### src/rtl/line_fill_ctrl.sv
`default_nettype none
// ============================================================================
// Module      : line_fill_ctrl
// Description : Fetch/sequencing stage for the 4-row x 128-bit line buffer.
//               Fills the buffer from a synchronous word RAM, steps a 4x4
//               byte window across each row group with a valid/ready
//               handshake, then shifts the band down one row and refills
//               row 3 until the bottom of the image is reached.
// Revision    : 1.0 - initial release
// ============================================================================
module line_fill_ctrl #(
    parameter int IMG_ROWS      = 16,
    parameter int WORDS_PER_ROW = 4,
    parameter int ADDR_W        = 16,
    parameter int BASE          = 0
) (
    input  logic              clk,
    input  logic              rst,
    input  logic              start,
    output logic [ADDR_W-1:0] mem_addr,
    output logic              mem_rd,
    input  logic [31:0]       mem_rdata,
    output logic [31:0]       buf_data,
    output logic              buf_we,
    output logic              buf_shift_up,
    output logic [8:0]        buf_addr,
    output logic              win_valid,
    input  logic              win_ready,
    output logic [7:0]        win_row,
    output logic [3:0]        win_col,
    output logic              busy,
    output logic              done
);

    localparam logic [ADDR_W-1:0] c_base     = ADDR_W'(BASE);
    localparam logic [ADDR_W-1:0] c_addr_one = ADDR_W'(1);
    localparam logic [ADDR_W-1:0] c_wpr      = ADDR_W'(WORDS_PER_ROW);
    localparam logic [7:0]        c_last_row = 8'(IMG_ROWS - 4);
    localparam logic [3:0]        c_last_col = 4'd12;

    typedef enum logic [2:0] {
        S_IDLE  = 3'd0,
        S_FILL  = 3'd1,
        S_WIN   = 3'd2,
        S_SHIFT = 3'd3,
        S_LOAD  = 3'd4,
        S_DONE  = 3'd5
    } state_t;

    state_t            r_state;
    logic [4:0]        r_cnt;        // cycle index inside FILL / LOAD
    logic [ADDR_W-1:0] w_load_addr;  // first word of the row entering row 3

    // The buffer performs its own byte swap, so data passes straight through.
    assign buf_data = mem_rdata;

    // Evaluated in SHIFT, before win_row advances: row (win_row+1)+3.
    assign w_load_addr = c_base + (ADDR_W'(win_row) + ADDR_W'(4)) * c_wpr;

    // Sequencer: every output is registered and set one cycle ahead; each
    // buffer write trails its RAM read by one cycle to match RAM latency.
    always_ff @(posedge clk) begin
        if (rst) begin
            r_state      <= S_IDLE;
            r_cnt        <= '0;
            mem_addr     <= '0;
            mem_rd       <= 1'b0;
            buf_we       <= 1'b0;
            buf_shift_up <= 1'b0;
            buf_addr     <= '0;
            win_valid    <= 1'b0;
            win_row      <= '0;
            win_col      <= '0;
            busy         <= 1'b0;
            done         <= 1'b0;
        end else begin
            mem_rd       <= 1'b0;
            buf_we       <= 1'b0;
            buf_shift_up <= 1'b0;
            done         <= 1'b0;
            case (r_state)
                S_IDLE: begin
                    if (start) begin
                        r_state  <= S_FILL;
                        busy     <= 1'b1;
                        mem_rd   <= 1'b1;
                        mem_addr <= c_base;
                        r_cnt    <= '0;
                        win_row  <= '0;
                        win_col  <= '0;
                        buf_addr <= '0;
                    end
                end
                S_FILL: begin
                    r_cnt <= r_cnt + 5'd1;
                    if (r_cnt < 5'd15) begin
                        mem_rd   <= 1'b1;
                        mem_addr <= mem_addr + c_addr_one;
                    end
                    if (!r_cnt[4]) begin
                        // Word r_cnt lands at row r_cnt[3:2], byte r_cnt[1:0]*4.
                        buf_we   <= 1'b1;
                        buf_addr <= {3'b000, r_cnt[3:0], 2'b00};
                    end else begin
                        r_state   <= S_WIN;
                        win_valid <= 1'b1;
                        win_col   <= '0;
                        buf_addr  <= '0;
                    end
                end
                S_WIN: begin
                    if (win_ready) begin
                        if (win_col == c_last_col) begin
                            win_valid <= 1'b0;
                            if (win_row == c_last_row) begin
                                r_state <= S_DONE;
                                done    <= 1'b1;
                            end else begin
                                r_state      <= S_SHIFT;
                                buf_shift_up <= 1'b1;
                            end
                        end else begin
                            win_col  <= win_col + 4'd1;
                            buf_addr <= {5'b00000, win_col + 4'd1};
                        end
                    end
                end
                S_SHIFT: begin
                    // Buffer shifts on this edge, so the band's top row moves too.
                    r_state  <= S_LOAD;
                    win_row  <= win_row + 8'd1;
                    win_col  <= '0;
                    r_cnt    <= '0;
                    mem_rd   <= 1'b1;
                    mem_addr <= w_load_addr;
                end
                S_LOAD: begin
                    r_cnt <= r_cnt + 5'd1;
                    if (r_cnt < 5'd3) begin
                        mem_rd   <= 1'b1;
                        mem_addr <= mem_addr + c_addr_one;
                    end
                    if (r_cnt < 5'd4) begin
                        buf_we   <= 1'b1;
                        buf_addr <= {5'b00011, r_cnt[1:0], 2'b00};
                    end else begin
                        r_state   <= S_WIN;
                        win_valid <= 1'b1;
                        win_col   <= '0;
                        buf_addr  <= '0;
                    end
                end
                S_DONE: begin
                    r_state <= S_IDLE;
                    busy    <= 1'b0;
                end
                default: begin
                    r_state <= S_IDLE;
                end
            endcase
        end
    end

endmodule
`default_nettype wire

### config.mk
export PLATFORM = sky130hd
export DESIGN_NAME = line_fill_ctrl
export DESIGN_NICKNAME = d
export VERILOG_FILES = /design/src/rtl/line_fill_ctrl.sv
export SDC_FILE = /design/constraint.sdc
export NUM_CORES = 1
export LEC_CHECK = 0
export BUFFER_PORTS_ARGS = -buffer_cell sky130_fd_sc_hd__buf_4
export CAP_MARGIN = 30
export CORE_MARGIN = 2
export CORE_UTILIZATION = 49
export DETAILED_ROUTE_END_ITERATION = 10
export GPL_TIMING_DRIVEN = 0
export PLACE_DENSITY = 0.81
export SYNTH_ARGS = -nofsm -noshare
export SYNTH_HDL_FRONTEND = slang
export SYNTH_SLANG_ARGS = --single-unit
### constraint.sdc
create_clock -name clk -period 2.4 [get_ports clk]
set_input_delay 0 -clock clk [delete_from_list [all_inputs] [get_ports clk]]
set_output_delay 0 -clock clk [all_outputs]
set_load 0.05 [all_outputs]
* Word level (Yosys, flattened, before mapping)
Cells that the tools add are included.
Widths: inputs -> output; s select.
** Word-level totals
- Output and inout bits :: 75
- Bits of input ports :: 36
- Word-level logic and storage cells :: 99
- Bits in registers :: 51
** Operators by class
- Add/sub/neg operators :: 5
- Bitwise operators :: 3
- $lt $le $gt $ge :: 3
- Equality and inequality tests :: 15
- Multiplexer cells :: 43
- Reductions and logical operators :: 18
** Operators by type and width (number)
- $pmux 16 s4 :: 1
- $mux 16 :: 3
- $pmux 9 s4 :: 1
- $mux 9 :: 3
- $mux 4 :: 5
- $pmux 4 s5 :: 1
- $mux 3 :: 6
- $add 16x1->16 const B :: 1
- $ne 2x2->1 const B :: 8
- $pmux 8 s2 :: 1
- $pmux 3 s5 :: 1
- $pmux 5 s3 :: 1
- $mux 1 :: 12
- $mux 6 :: 2
- $reduce_and 5->1 :: 2
- $add 8x3->9 const B :: 1
- $add 8x1->8 const B :: 1
- $eq 8x4->1 const B :: 1
- $mux 8 :: 1
- $reduce_and 4->1 :: 2
- $reduce_bool 4->1 :: 2
- $eq 3x2->1 const B :: 2
- $eq 3x3->1 const B :: 2
- $reduce_and 2->1 :: 3
- other kinds (19) :: 24

* Depth between registers and ports, before layout
- Word-level depth :: 5
- Mapped depth :: 8
- Depth with buffers taken out :: 7

* Worst setup path before layout
OpenSTA, ideal clock, no wires.
- Path type :: reg2reg
- From :: reg mem_addr[0]
- To :: reg mem_addr[14]
- Path buffers :: 0
- Cell stages (with the launch flop) :: 7
- Period minus slack after synthesis :: 2160 ps
- Data required time :: 2327 ps
- Data arrival time :: 2087 ps
- Library setup time :: 73 ps
- Slack :: 240 ps
- Path through :: dfxtp_1 ha_1 nand4_1 nor3_1 nand2_1 or4_1 a21oi_1
** Between the ends
- Cells in the longest elaborated chain, start to end :: 3
- Elaborated cells on any way between the ends :: 4
- Classes of those cells :: add/sub: 1; mux: 3
** Ends and longest elaborated chain
- start: declaration :: line 20 : output logic [ADDR_W-1:0] mem_addr,
- start signal: assignment :: line 87 : mem_addr <= c_base;
- start signal: assignment :: line 98 : mem_addr <= mem_addr + c_addr_one;
- start signal: assignment :: line 135 : mem_addr <= w_load_addr;
- $add 16x1->16 (*) :: line 98, 141
- $mux 16, on equally long branches :: line 139, 96
- $pmux 16 s4 (*) :: line 81 : case (r_state)
Mark *: on every way between the ends. The rest lies on a longest branch, timed or not. The select of a mux whose other input is x is not followed.
A chain may end at the register's enable or synchronous reset.

* Final worst setup path
Same ends and word-level chain as after synthesis.

==> results.tsv <==
stage	metric	value	unit
run_status	status	complete, no violations	
sta	clock.fmax	0.491	GHz
clocking	ctsHoldBuffers	0	
floorplan	die_area	6300	sq um
cells_and_area	stdcell_area	3540	sq um
route	vias	2818	
sta	whs	45.1	ps
placed_design	postPlaceCellArea	3440	sq um
sta	fin_crit	2040	ps
placed_design	port_buffers	75	
sta	setup_ws	363	ps
synth	avgSynthCellArea	8.05	sq um
floorplan	io_pins	111	
clocking	h-tree-depth	2	
synth	yosysWarnings	0	
synth	synth_ff_type	dfxtp_1	
route	vias_per_cell	5.60	
power	finalPower	2.48	mW
clocking	cts.path.max_buffers	2	
clocking	post-cts-setup-buffers	0	
clocking	cts_sinks	48	
clocking	cts_root_buffer	clkbuf_8	
power	p_leak	1.48	nW
worst_setup_path	worst-path-max-fanout	5	
synth	yosysTopAreaCellShare	34.5	%
cells_and_area	areaGrowthSynthToFinish	27.1	%
cells_and_area	antenna_cells	0	
worst_setup_path	worstSetupStartpoint	mem_addr[0]$_SDFFE_PP0P_	
floorplan	die_h	79.4	um
sta	setup-tns-final	0	ps
synth	synth_area_leaders	dfxtp_1, buf_4, a21oi_1	
cells_and_area	utilization	64.2	%
placed_design	placedCellCount	495	
route	routedWlPerCell	14.3	um
synth	ys_async_sr_fraction	0	%
synth	yosys.area.top_type	dfxtp_1	
route	antenna_left	0	
sta	worstMarginPinSlew	576	ps
floorplan	fp-row-count	27	
worst_setup_path	crit_path_end_kind	flop	
synth	yosysMostFrequentCell	dfxtp_1	
placed_design	gp_congestion	0.897	
grt	grt_max_degree	15	
sta	finalSetupViolCount	0	
sta	final-max-slew-violation-count	0	
synth	synthesis.area	2780	sq um
grt	grt_usage	22.8	%
min_path	hp-class	input pin to flop	
worst_setup_path	critical_path_required	2650	ps
grt	grt_pass1_vias	2484	
worst_setup_path	critical_path_class	flop to flop	
route	drc	0	
route	dr.pass1.iters	4	
cells_and_area	finalNonFillerCells	503	
route	wl	7.18	mm
grt	grt_pass1_wl	11.4	mm
worst_setup_path	r2r_slack	360	ps
synth	synth-edff-count	0	
min_path	hold_start	rst	
synth	ys_seq_area_share	34.5	%
grt	antenna_found_initial	0	
floorplan	start_util	50.6	%
sta	period_share	84.9	%
worst_setup_path	cp.arrival	2290	ps
clocking	clock_latency	320	ps
clocking	cts_resized	0	
grt	use_met3	3.73	%
floorplan	placeableCoreArea	5510	sq um
synth	synth_seq_cells	48	
grt	gr-usage-met1	28.1	%
grt	busiest_layer	met2	
worst_setup_path	critPathLaunchType	flop	
clocking	clk_pin_slew	90	ps
sta	slew-limit-headroom	61.6	%
grt	met2_usage	39.7	%
clocking	cts_tree	done	
placed_design	pre_cts_ws	387	ps
route	drt_iter0_drc	262	
grt	grt_overflow	0	
sta	fin_skew	5.52	ps
worst_setup_path	r2r-start	mem_addr[0]$_SDFFE_PP0P_	
power	vdd_drop_max	0.417	mV
sta	hold_viol	0	
power	power_density	700	nW/um^2
placed_design	hpwlAfterDp	5.33	mm
cells_and_area	drive_gt1_share	30.9	%
synth	yosysUniqueCellTypes	56	
synth	synth_cells	346	
job	drv_cap	0	
sta	rsz0062_at_grt	false	
synth	yosys-top-cells-count	dfxtp_1, buf_4, nand2_1, nor2_1, a21oi_1	
cells_and_area	fin_nets	473	
clocking	cts_buffers	5	
floorplan	dieWidth	79.4	um
worst paths after layout:
kind	to	cells after the start
setup / recovery	mem_addr[14]$_SDFFE_PP0P_	6
hold / removal	mem_addr[2]$_SDFFE_PP0P_	3
setup reg to reg	mem_addr[14]$_SDFFE_PP0P_	6
hold reg to reg	buf_addr[3]$_SDFFE_PP0P_	2
power by group:
part | internal [mW] | leakage (nW) | switching [mW]
combinational | 0.343 | 1.04 | 0.717
sequential | 0.852 | 0.388 | 0.0461
clock | 0.231 | 0.0510 | 0.288
placed cells by master, fill, tap and decap left out, types with 4 or more instances in the layout:
master    Yosys  final
and3_1        8      8
nand3_1      13     13
ha_1          7      7
nor2_1       30     30
xnor2_1       6      6
xor2_1        5      5
buf_4        35    110
nand2_1      30     30
o21ai_1       7      7
nand4_1       6      6
buf_2         6      6
a21oi_1      27     27
o21a_1        4      4
o21ai_0      12     12
inv_1         8      8
dfxtp_1      48     48
nor3_1       10     10
clkbuf_8      0      6
a311oi_1      5      5
or4_1         5      5
clkbuf_1     11     11
nand2b_1      4      4
critical path, cell delays in order (launching register included):
cell	delay, ps
dfxtp_1	420
ha_1	250
nand4_1	230
nor3_1	410
nand2_1	120
or4_1	400
a21oi_1	140
layout make-up:
cell class	count	area [sq um]
fill	535	1970
multi-input combinational	240	1470
sequential	48	961
buffer	52	334
timing repair buffer	75	563
clock buffer	6	82.6
clock inverter	2	10.0
tap	72	90.1
inverter	8	30.0
state kept, by name, indices dropped and copies added, names as in the netlist:
name	flops
buf_shift_up	1
win_valid	1
mem_addr	16
r_state	3
buf_we	1
busy	1
mem_rd	1
win_col	4
done	1
win_row	8
buf_addr	6
r_cnt	5
kinds of logic (layout without fill, tap and decap cells):
logic type,count (synthesis),in the layout,share of synthesized area (%)
flip-flops,48,48,34.5
AO/OA/AOI/OAI,90,90,21.3
buffers and inverters,60,143,13.1
adder cells (fa/ha/maj),7,7,3.15
XOR/XNOR,11,11,3.46
AND/OR/NAND/NOR,127,127,23.6
multiplexers,2,2,0.764
other,1,3,0.135
routing by layer:
layer  vias to the layer above  part of all wire, %
li1                       1382                    -
met1                      1316                   41
met2                       106                   49
met3                        14                  7.9
met4                         0                  2.0
met5                         -                    0
No activity file was read; power rests on OpenSTA's default activity.
